**config.mk**
```make
export PLATFORM = sky130hd
export DESIGN_NAME = hbridge_gate_driver
export DESIGN_NICKNAME = d
export VERILOG_FILES = /design/src/rtl/hbridge_gate_driver_pkg.sv /design/src/rtl/hbridge_gate_driver_deadtime_leg.sv /design/src/rtl/hbridge_gate_driver.sv
export SDC_FILE = /design/constraint.sdc
export NUM_CORES = 1
export LEC_CHECK = 0
export CAP_MARGIN = 20
export CORE_ASPECT_RATIO = 1.2
export CORE_MARGIN = 3
export CORE_UTILIZATION = 45
export CTS_CLUSTER_DIAMETER = 80
export DETAILED_ROUTE_END_ITERATION = 16
export PLACE_DENSITY_LB_ADDON = 0.25
export RECOVER_POWER = 50
export SLEW_MARGIN = 30
export SYNTH_ARGS = -nofsm -noshare
export SYNTH_HDL_FRONTEND = slang
export SYNTH_SLANG_ARGS = --single-unit
```
**constraint.sdc**
```tcl
create_clock -name PCLK -period 2.3 [get_ports PCLK]
set_input_delay 0.46 -clock PCLK [delete_from_list [all_inputs] [get_ports PCLK]]
set_output_delay 0.46 -clock PCLK [all_outputs]
set_load 0.01 [all_outputs]
```
**src/rtl/hbridge_gate_driver_pkg.sv**
```systemverilog
// Shared types for the H-bridge gate driver: FSM states, leg requests and
// H_IN bit positions.
package motor_pkg;

   typedef enum logic [2:0] {
      COAST   = 3'd0,
      FWD     = 3'd1,
      REV     = 3'd2,
      BRAKE   = 3'd3,
      SWITCH  = 3'd4,
      FAULTED = 3'd5
   } state_t;

   typedef enum logic [1:0] {
      OFF  = 2'd0,
      HIGH = 2'd1,
      LOW  = 2'd2
   } leg_req_t;

   localparam int unsigned AH = 0;
   localparam int unsigned AL = 1;
   localparam int unsigned BH = 2;
   localparam int unsigned BL = 3;

endpackage

```
**src/rtl/hbridge_gate_driver_deadtime_leg.sv**
```systemverilog
// One half-bridge leg: registered high/low gates with a dead-time gap
// enforced after every turn-off. Turn-off is immediate; turn-on waits.
module hbridge_deadtime_leg
   import motor_pkg::*;
#(
   parameter int unsigned DEADTIME = 20
) (
   input  logic     PCLK,
   input  logic     PRESET,
   input  leg_req_t REQ,
   output logic     GATE_HI,
   output logic     GATE_LO
);

   localparam int unsigned CW = $clog2(DEADTIME + 1);

   logic [CW-1:0] cnt;
   logic          ready;
   logic          keep_on;

   // The counter reaches 0 on the same edge the gate turns on, so a
   // commutation yields exactly DEADTIME off cycles.
   always_comb begin
      ready   = (cnt <= CW'(1));
      keep_on = (REQ == HIGH && GATE_HI) || (REQ == LOW && GATE_LO);
   end

   // Gate registers and dead-time counter.
   always_ff @(posedge PCLK) begin
      if (PRESET) begin
         GATE_HI <= 1'b0;
         GATE_LO <= 1'b0;
         cnt     <= CW'(DEADTIME);
      end else if (GATE_HI || GATE_LO) begin
         if (!keep_on) begin
            GATE_HI <= 1'b0;
            GATE_LO <= 1'b0;
            cnt     <= CW'(DEADTIME);
         end
      end else begin
         if (REQ != OFF && ready) begin
            GATE_HI <= (REQ == HIGH);
            GATE_LO <= (REQ == LOW);
         end
         if (cnt != '0) begin
            cnt <= cnt - 1'b1;
         end
      end
   end

endmodule

```
**src/rtl/hbridge_gate_driver.sv**
```systemverilog
// H-bridge gate driver: direction/brake/fault FSM with reversal coast,
// feeding two dead-time protected legs.
module hbridge_gate_driver
   import motor_pkg::*;
#(
   parameter int unsigned DEADTIME       = 20,
   parameter int unsigned REVERSAL_COAST = 2000,
   parameter int unsigned CNT_W          = 12
) (
   input  logic       PCLK,
   input  logic       PRESET,
   input  logic       PWM_IN,
   input  logic       DIR_CMD,
   input  logic       BRAKE_CMD,
   input  logic       ENABLE,
   input  logic       FAULT_IN,
   output logic [3:0] H_IN,
   output logic [2:0] STATE,
   output logic       FAULT
);

   state_t     state_q;
   logic       fault_q;
   logic [CNT_W-1:0] rev_cnt;
   leg_req_t   req_a;
   leg_req_t   req_b;
   leg_req_t   pwm_side;
   logic       a_hi, a_lo, b_hi, b_lo;

   // Mode FSM, reversal coast counter and fault latch.
   always_ff @(posedge PCLK) begin
      if (PRESET) begin
         state_q <= COAST;
         fault_q <= 1'b0;
         rev_cnt <= '0;
      end else if (FAULT_IN) begin
         state_q <= FAULTED;
         fault_q <= 1'b1;
      end else if (state_q == FAULTED) begin
         if (!ENABLE) begin
            state_q <= COAST;
            fault_q <= 1'b0;
         end
      end else if (!ENABLE) begin
         state_q <= COAST;
      end else if (BRAKE_CMD) begin
         state_q <= BRAKE;
      end else begin
         case (state_q)
            COAST, BRAKE: state_q <= DIR_CMD ? REV : FWD;
            FWD: begin
               if (DIR_CMD) begin
                  state_q <= SWITCH;
                  rev_cnt <= CNT_W'(REVERSAL_COAST - 1);
               end
            end
            REV: begin
               if (!DIR_CMD) begin
                  state_q <= SWITCH;
                  rev_cnt <= CNT_W'(REVERSAL_COAST - 1);
               end
            end
            SWITCH: begin
               if (rev_cnt == '0) begin
                  state_q <= DIR_CMD ? REV : FWD;
               end else begin
                  rev_cnt <= rev_cnt - 1'b1;
               end
            end
            default: state_q <= COAST;
         endcase
      end
   end

   // Leg requests decoded from the current mode and the PWM level.
   always_comb begin
      pwm_side = PWM_IN ? HIGH : LOW;
      req_a    = OFF;
      req_b    = OFF;
      case (state_q)
         FWD: begin
            req_a = pwm_side;
            req_b = LOW;
         end
         REV: begin
            req_a = LOW;
            req_b = pwm_side;
         end
         BRAKE: begin
            req_a = LOW;
            req_b = LOW;
         end
         default: begin
            req_a = OFF;
            req_b = OFF;
         end
      endcase
   end

   hbridge_deadtime_leg #(.DEADTIME(DEADTIME)) u_leg_a (
      .PCLK    (PCLK),
      .PRESET  (PRESET),
      .REQ     (req_a),
      .GATE_HI (a_hi),
      .GATE_LO (a_lo)
   );

   hbridge_deadtime_leg #(.DEADTIME(DEADTIME)) u_leg_b (
      .PCLK    (PCLK),
      .PRESET  (PRESET),
      .REQ     (req_b),
      .GATE_HI (b_hi),
      .GATE_LO (b_lo)
   );

   // Gate bus assembly and status outputs.
   always_comb begin
      H_IN     = '0;
      H_IN[AH] = a_hi;
      H_IN[AL] = a_lo;
      H_IN[BH] = b_hi;
      H_IN[BL] = b_lo;
      STATE    = state_q;
      FAULT    = fault_q;
   end

endmodule

```
==> metrics.md <==
| Metric | Value |
|---|---|
| Synth unique cells | `53` |
| Final hold violation count | `0` |
| Max-cap violations | `0` |
| Routed wire length per instance | `13.3 microns` |
| Global placement routability congestion | `0.809` |
| Count of final max-slew check failures | `0` |
| Clock Skew | `0.00181 ns` |
| Final cell area excluding filler cells | `2240 sq um` |
| Post-layout nets | `271` |
| Minimum period implied by the final worst setup slack | `2.14 ns` |
| Part of the Yosys area used for sequential elements | `32.2%` |
| Final Instance Count excl. Fillers | `309` |
| Die footprint | `4960 sq um` |
| Crit path DAT | `2.35 ns` |
| Clock slew at reported path FFs | `0.06 ns` |
| Syn nets | `241` |
| Most repeated cell in the gate-level netlist after synthesis | `sky130_fd_sc_hd__dfxtp_1` |
| Tcrit/Tclk final | `92.9%` |
| Standard cell core area | `3970 sq um` |
| H-Tree Depth | `2` |
| RSZ-0062 raised after global routing | `false` |
| Final WL | `4120 microns` |
| Initial standard-cell utilization of the core | `47.0%` |
| Placed inst area | `2170 sq um` |
| Commonest cells in the netlist | `30 x sky130_fd_sc_hd__dfxtp_1, 20 x sky130_fd_sc_hd__nor2_1, 16 x sky130_fd_sc_hd__nand2_1` |
| Yosys warnings | `0` |
| Die Width | `64.8 microns` |
| Clock tree from TritonCTS | `yes` |
| Proportion of layout cells with a drive suffix above 1 | `16.1%` |
| CP Data Required Time | `2.51 ns` |
| Pre-CTS setup slack | `-0.130 ns` |
| Number of placed instances, taps included | `303` |
| Total global-route track usage | `19.2%` |
| Tightest Hold Check Type | `reg -> reg` |
| Iteration-0 DRC count of the detailed router | `79` |
| Main flop type after synthesis | `sky130_fd_sc_hd__dfxtp_1` |
| Synthesized area per cell | `8.27 sq um` |
| Least setup slack across all paths after layout | `0.162 ns` |
| Setup crit end kind | `flop` |
| Number of I/O pins | `15` |
| Average vias per placed instance | `5.57` |
| Endpoints failing setup | `0` |
| End-of-flow core utilization | `56.5%` |
| Worst Setup Path Type | `in -> reg` |
| Area contributors post-synth | `sky130_fd_sc_hd__dfxtp_1 32%, sky130_fd_sc_hd__ha_1 5.4%, sky130_fd_sc_hd__nor2_1 4.0%` |
| CTS root buf | `sky130_fd_sc_hd__clkbuf_8` |
| Count of clock tree sinks | `30` |
| Largest driver fanout on the critical path | `7` |
| Total congestion overflow after global routing | `0` |
| Number of flops mapped to enable cells by yosys | `0` |
| VDD IR max | `0.370 mV` |
| Maximum buffer depth of the clock tree | `2` |
| Antenna violation net count after detailed routing | `0` |
| Largest net degree at the start of global routing | `21` |
| Worst Tran Pin Value | `0.450 ns` |
| Diodes inserted | `0` |
| # port buffers | `14` |
| Proportion of register bits with asynchronous set or reset after synthesis | `0%` |
| Synth top area share | `32.2%` |
| Drt first pass iters | `4` |
| Via count of the first global-routing pass | `1,670` |
| Count of filler cells inserted in the layout | `398` |
| Status | `finished clean` |
| Antenna violations before repair | `0` |
| Library cell with the largest summed area after synthesis | `sky130_fd_sc_hd__dfxtp_1` |
| Nature of the critical path startpoint | `input port` |
| Total CTS buffers | `5` |
| Total half-perimeter wirelength after legalization and detailed placement | `3090 microns` |
| Final total negative setup slack | `0 ns` |
| Number of remaining DRC errors | `0` |
| Die height | `76.6 microns` |
| Netlist area before placement | `1870 sq um` |
| # rows | `25` |
| Static Leak | `0.877 nW` |
| FMAX | `0.468 GHz` |
| Power per standard cell area | `609 nW/um^2` |
| Worst rel slew slack | `69.6%` |
| Gate Count Post-Synth | `226` |
| Post-CTS Hold Fix Bufs | `0` |
| Flop-to-flop setup slack | `0.17 ns` |
| Wire length of the first global-routing pass | `7530 microns` |
| Area growth from synthesis to layout | `20.2%` |
| Skew-Pair Late Insertion Delay | `0.28 ns` |
| Flops & latches, synth | `30` |
| Via total after detailed routing | `1,721` |
sequential cells by signal, indices dropped and copies added (netlist names):
name / flops
u_leg_b.GATE_HI: 1
u_leg_a.GATE_LO: 1
STATE: 3
u_leg_b.GATE_LO: 1
u_leg_a.cnt: 5
u_leg_b.cnt: 5
FAULT: 1
rev_cnt: 12
u_leg_a.GATE_HI: 1
power breakdown:
group / leakage, nW / internal [W] / total [W] / switching (W)
registers: 0.246 / 0.000566 / 0.000620 / 0.0000539
logic: 0.588 / 0.000166 / 0.000328 / 0.000162
clock network: 0.0431 / 0.000230 / 0.000419 / 0.000189
total: 0.877 / 0.000962 / 0.00137 / 0.000405
path summary, 6_finish.rpt:
path,start,cells after the start,endpoint
max reg2reg,rev_cnt[0],7,rev_cnt[10]
min reg2reg,FAULT,2,FAULT
max,ENABLE,6,rev_cnt[3]
min,FAULT,2,FAULT
cells in the final DEF, fill, tap and decap left out, types with 5 or more instances in the layout:
| cell | n |
|---|---|
| sky130_fd_sc_hd__buf_4 | 20 |
| sky130_fd_sc_hd__clkdlybuf4s50_1 | 8 |
| sky130_fd_sc_hd__ha_1 | 8 |
| sky130_fd_sc_hd__o31ai_1 | 6 |
| sky130_fd_sc_hd__inv_1 | 10 |
| sky130_fd_sc_hd__a21oi_1 | 14 |
| sky130_fd_sc_hd__dfxtp_1 | 30 |
| sky130_fd_sc_hd__o21ai_0 | 11 |
| sky130_fd_sc_hd__nor2_1 | 20 |
| sky130_fd_sc_hd__a31oi_1 | 9 |
| sky130_fd_sc_hd__nand3_1 | 5 |
| sky130_fd_sc_hd__dlygate4sd3_1 | 6 |
| sky130_fd_sc_hd__or3_1 | 7 |
| sky130_fd_sc_hd__nor3_1 | 11 |
| sky130_fd_sc_hd__nand2_1 | 16 |
| sky130_fd_sc_hd__clkbuf_8 | 6 |
layer usage:
layer  vias to the layer above  global-route usage [%]  wire, microns
met1                       803                    22.5           1830
li1                        887                       -              -
met5                         -                       0              0
met4                         0                    7.82             83
met2                        23                    31.9           2080
met3                         8                    5.90            134
cell families after synthesis:
kind of cell,synth area share [%]
buffers and inverters,5.89
and+or+nand+nor,30.5
adders and majority gates,5.36
AOI/OAI and AO/OA,22.2
xor gates and xnor gates,2.34
muxes,1.61
DFF,32.2
through the flow:
step / total power [W] / hold slack (ns)
2_1_floorplan: 0.000849 / 0.442
3_3_place_gp: 0.000949 / 0.468
3_5_place_dp: 0.000960 / 0.483
4_1_cts: 0.00139 / 0.488
5_1_grt: 0.00145 / 0.529
6_report: 0.00137 / 0.484
worst max-delay path, cell delays in order:
cell and delay, ns:
sky130_fd_sc_hd__clkdlybuf4s50_1 0.47, sky130_fd_sc_hd__or3b_1 0.42, sky130_fd_sc_hd__a211oi_4 0.21, sky130_fd_sc_hd__nand2_1 0.19, sky130_fd_sc_hd__or3_2 0.44, sky130_fd_sc_hd__a31oi_1 0.17
cell type report:
class	instances	area (sq um)	area share, %
Clock buffer	6	82.6	3.68
Inverter	10	37.5	1.67
Multi-Input combinational cell	173	1160	51.6
Sequential cell	30	601	26.8
Tap cell	54	67.6	3.01
Timing Repair Buffer	36	298	13.3
repair_timing:
item / 4_1_cts / 5_1_grt
resized for setup: 0 / 1
setup buffers: 0 / 0
setup endpoints to repair: 0 / 5
No activity file was read; power rests on OpenSTA's default activity.
